**src/rtl/serial_adder.sv**
```systemverilog
// rtl/serial_adder.sv - bit-serial WIDTH-bit adder built around one fulladder cell

module fulladder (
    input  logic a,
    input  logic b,
    input  logic cin,
    output logic sum,
    output logic carry
);
    assign sum   = a ^ b ^ cin;
    assign carry = (a & b) | (cin & (a ^ b));
endmodule

module serial_adder #(
    parameter int WIDTH = 8
) (
    input  logic             clk,
    input  logic             rst_n,
    input  logic             start,
    input  logic [WIDTH-1:0] a,
    input  logic [WIDTH-1:0] b,
    input  logic             cin,
    output logic             busy,
    output logic             done,
    output logic [WIDTH-1:0] sum,
    output logic             cout
);
    localparam int CW = $clog2(WIDTH);
    localparam logic [CW-1:0] LAST_BIT = CW'(WIDTH - 1);

    typedef enum logic [1:0] {
        S_IDLE  = 2'd0,
        S_SHIFT = 2'd1,
        S_DONE  = 2'd2
    } state_t;

    state_t           r_state;
    state_t           w_next;
    logic [WIDTH-1:0] r_a_sr;
    logic [WIDTH-1:0] r_b_sr;
    logic [WIDTH-1:0] r_s_sr;
    logic             r_c;
    logic [CW-1:0]    r_cnt;
    logic [WIDTH-1:0] r_sum;
    logic             r_cout;
    logic             w_fa_sum;
    logic             w_fa_carry;
    logic             w_accept;
    logic             w_last;
    logic [WIDTH-1:0] w_s_next;

    fulladder u_fa (
        .a     (r_a_sr[0]),
        .b     (r_b_sr[0]),
        .cin   (r_c),
        .sum   (w_fa_sum),
        .carry (w_fa_carry)
    );

    assign w_accept = (r_state == S_IDLE) && start;
    assign w_last   = (r_state == S_SHIFT) && (r_cnt == LAST_BIT);
    // Sum bits arrive LSB first, so each new bit enters at the top and walks down.
    assign w_s_next = {w_fa_sum, r_s_sr[WIDTH-1:1]};

    // State register.
    always_ff @(posedge clk or negedge rst_n) begin
        if (!rst_n) begin
            r_state <= S_IDLE;
        end else begin
            r_state <= w_next;
        end
    end

    // Next-state decode; DONE always lasts exactly one cycle.
    always_comb begin
        w_next = r_state;
        case (r_state)
            S_IDLE:  if (start) w_next = S_SHIFT;
            S_SHIFT: if (w_last) w_next = S_DONE;
            S_DONE:  w_next = S_IDLE;
            default: w_next = S_IDLE;
        endcase
    end

    // Operand load, per-bit shifting and the carry flop between bits.
    always_ff @(posedge clk or negedge rst_n) begin
        if (!rst_n) begin
            r_a_sr <= '0;
            r_b_sr <= '0;
            r_s_sr <= '0;
            r_c    <= 1'b0;
            r_cnt  <= '0;
        end else if (w_accept) begin
            r_a_sr <= a;
            r_b_sr <= b;
            r_c    <= cin;
            r_cnt  <= '0;
        end else if (r_state == S_SHIFT) begin
            r_a_sr <= r_a_sr >> 1;
            r_b_sr <= r_b_sr >> 1;
            r_s_sr <= w_s_next;
            r_c    <= w_fa_carry;
            // Wrap explicitly so the counter stays within 0..WIDTH-1 for any WIDTH.
            r_cnt  <= w_last ? '0 : r_cnt + 1'b1;
        end
    end

    // Result registers only move on the final bit, so they hold between operations.
    always_ff @(posedge clk or negedge rst_n) begin
        if (!rst_n) begin
            r_sum  <= '0;
            r_cout <= 1'b0;
        end else if (w_last) begin
            r_sum  <= w_s_next;
            r_cout <= w_fa_carry;
        end
    end

    assign busy = (r_state == S_SHIFT);
    assign done = (r_state == S_DONE);
    assign sum  = r_sum;
    assign cout = r_cout;
endmodule

```
**config.mk**
```make
export PLATFORM = sky130hd
export DESIGN_NAME = serial_adder
export DESIGN_NICKNAME = d
export VERILOG_FILES = /design/src/rtl/serial_adder.sv
export SDC_FILE = /design/constraint.sdc
export NUM_CORES = 1
export LEC_CHECK = 0
export ABC_AREA = 1
export BUFFER_PORTS_ARGS = -buffer_cell sky130_fd_sc_hd__clkbuf_2
export CORE_MARGIN = 2
export CORE_UTILIZATION = 50
export DETAILED_ROUTE_END_ITERATION = 6
export PLACE_DENSITY = 0.83
export SLEW_MARGIN = 20
export SYNTH_ARGS = -nofsm -noshare
export SYNTH_HDL_FRONTEND = slang
export SYNTH_SLANG_ARGS = --single-unit
```
**constraint.sdc**
```tcl
create_clock -name clk -period 1.41 [get_ports clk]
set_input_delay 0.2115 -clock clk [delete_from_list [all_inputs] [get_ports clk]]
set_output_delay 0.2115 -clock clk [all_outputs]
set_load 0.01 [all_outputs]
```
==> results.sh <==
export IMPL_synth_cell_types=16
export IMPL_critPathKind="reg2out"
export IMPL_dieArea_um2=3816
export IMPL_drtIter0Drc=117
export IMPL_io_buffers=30
export IMPL_synth_area_per_cell_um2=8.974
export IMPL_antenna_found_initial=0
export IMPL_grt_remaining_overflow=0
export IMPL_nNetsFinal=249
export IMPL_layout_common_cells="64 x nand2_1, 50 x nand3_1, 37 x dfrtp_1"
export IMPL_setup_violations=0
export IMPL_n_antenna_cell=0
export IMPL_start_kind="flop"
export IMPL_synth_cells=186
export IMPL_syn2layout_area_growth_pct=17.84
export IMPL_slowest_delay_ns=0.40
export IMPL_tritoncts_num_buffers=5
export IMPL_firstDrtPassIters=4
export IMPL_ir_drop_mv=0.9974
export IMPL_h_tree_depth=2
export IMPL_ys_warn_count=0
export IMPL_io_pins=31
export IMPL_wl_um=3219
export IMPL_insertion_delay_ns=0.34
export IMPL_rsz0062_at_grt="false"
export IMPL_grt_util_all_layers_pct=19.84
export IMPL_synth_area_leaders="dfrtp_1 57%, nand3_1 15%, nand2_1 14%, o21ai_0 2.1%, inv_1 1.6%"
export IMPL_post_route_drc_count=0
export IMPL_min_period_over_period_pct=92.13
export IMPL_final_common_cell="nand2_1"
export IMPL_slowest_stage="dfrtp_2"
export IMPL_vias=1356
export IMPL_max_clock_path_buffers=2
export IMPL_avgRoutedWirePerCell_um=11.88
export IMPL_gp_congestion=0.7613
export IMPL_fp_coreArea_um2=3103
export IMPL_grt_first_pass_wirelength_um=5513
export IMPL_start_util_pct=53.79
export IMPL_drv_cap=0
export IMPL_worstPathCellList="inv_1 > nor2_4 > clkbuf_2"
export IMPL_cts_tree="done"
export IMPL_place_hpwl_um=2259
export IMPL_cts_sinks=38
export IMPL_maxSlewHeadroom_pct=69.43
export IMPL_power_mw=3.886
export IMPL_worst_path_buf_inv=2
export IMPL_path_clk_slew_ns=0.10
export IMPL_final_cell_area_um2=1967
export IMPL_cp_max_fo=4
export IMPL_synth_area_um2=1669
export IMPL_cp_required_ns=1.20
export IMPL_hold_viol=0
export IMPL_yosysSeqAreaShare_pct=56.97
export IMPL_worst_slew_pin_slew_ns=0.4585
export IMPL_yosys_area_top_type_share_pct=56.97
export IMPL_arrival_ns=1.09
export IMPL_layout_drive_gt1_share_pct=23.35
export IMPL_grt_pass1_vias=1315
export IMPL_end_kind="primary output"
export IMPL_leakage_nw=1.064
export IMPL_fin_crit_ns=1.299
export IMPL_fmax_mhz=769.8
export IMPL_grt_max_degree=39
export IMPL_via_per_inst=5.004
export IMPL_die_height_um=61.78
export IMPL_yosysTopAreaCell="dfrtp_1"
export IMPL_synth_seq_cells=38
export IMPL_fill_cells=303
export IMPL_core_rowCount=20
export IMPL_powerDensity_nw_per_um2=1976
export IMPL_r2r_setup_slack_ns=0.12
export IMPL_antenna_left=0
export IMPL_finalClockSkew_ns=0.01191
export IMPL_hold_class="in2reg"
export IMPL_slew_violations=0
export IMPL_fp_dieW_um=61.78
export IMPL_critPathTopFamily="flip-flops"
export IMPL_syn_nets=209
export IMPL_setup_tns_ns=0
export IMPL_status="finished clean"
export IMPL_cts_root_buffer="clkbuf_4"
export IMPL_placed_cell_area_um2=1881
-- worst paths after layout --
path                                                to                   start  cells past startpoint
worst max-delay path                              busy  r_state[0]$_DFFE_PN0P_                      3
worst min-delay path             r_a_sr[7]$_DFFE_PN0P_                    a[7]                      3
worst max register to register      sum[6]$_DFFE_PN0P_    r_cnt[0]$_DFFE_PN0P_                      6
worst min register to register      sum[0]$_DFFE_PN0P_   r_s_sr[1]$_DFFE_PN0P_                      2
max in group asynchronous       r_state[0]$_DFFE_PN0P_                   rst_n                      3
min in group asynchronous        r_a_sr[4]$_DFFE_PN0P_                   rst_n                      3
-- state kept, by name (all words and copies together) (netlist names) --
register  cells
r_state       2
r_c           1
r_b_sr        8
r_a_sr        8
r_s_sr        7
cout          1
sum           8
r_cnt         3
-- kinds of logic after synthesis --
kind of cell / count (synthesis) / share of synthesized area (%)
AOI/OAI and AO/OA: 7 / 2.099
DFF: 38 / 56.97
buffers and inverters: 17 / 5.696
adders and majority gates: 3 / 2.698
and+or+nand+nor: 121 / 32.53
-- Yosys cell counts --
master / count
ha_1: 2
nand3_1: 50
nor2_4: 1
fa_1: 1
inv_1: 7
nand2_1: 64
buf_4: 3
nor2_1: 4
clkbuf_2: 1
buf_2: 3
nand2_2: 1
buf_6: 2
clkbuf_1: 1
nor2_8: 1
dfrtp_1: 38
o21ai_0: 7
-- per-stage QoR --
step	worst slack (ns)	std cells	util [%]	hold slack [ns]
after global placement	0.1755	260	60.60	0.2802
after floorplan	0.2052	186	-	-0.08409
after detailed placement	0.1357	260	60.60	0.2802
after global routing	0.008975	271	63.39	0.06706
final	0.1110	271	63.39	0.07434
after CTS	0.006324	269	62.90	0.06886
-- final cells by class --
type | count | area (µm²) | area share [%]
flip-flops and latches | 38 | 952.2 | 48.41
multi-input cells | 131 | 623.1 | 31.68
repair buffers | 43 | 250.2 | 12.72
clock buffers | 7 | 55.05 | 2.799
well taps | 44 | 55.05 | 2.799
inverters | 7 | 26.28 | 1.336
clock inverters | 1 | 5.005 | 0.2545
-- power breakdown --
group / leakage, nW / internal, mW / switching (mW)
logic: 0.540 / 0.626 / 0.882
clock network: 0.0353 / 0.242 / 0.327
registers: 0.488 / 1.54 / 0.274
total: 1.06 / 2.40 / 1.48
-- what timing repair did --
item | CTS | global route
hold buffers | 1 | 0
buffers inserted | 0 | 2
endpoints found under the setup margin | 1 | 1
gates resized for setup | 1 | 0
pin swaps | 0 | 1
endpoints found under the hold margin | 38 | 0
-- layer usage --
metal | vias up | share of wire, % | wire (µm) | GRT usage, %
met5 | - | 0 | 0 | 0
met2 | 49 | 48 | 1535 | 33.38
met4 | 0 | 1.1 | 37 | 6.079
met1 | 617 | 45 | 1435 | 25.14
li1 | 685 | - | - | -
met3 | 5 | 6.6 | 211 | 5.383
-- tightest hold or removal path: cells and delay by family --
family,cells,cell delay [ns]
simple gates,2,0.09
buf+inv,1,0.07
Power figures use the tool's default switching activity.
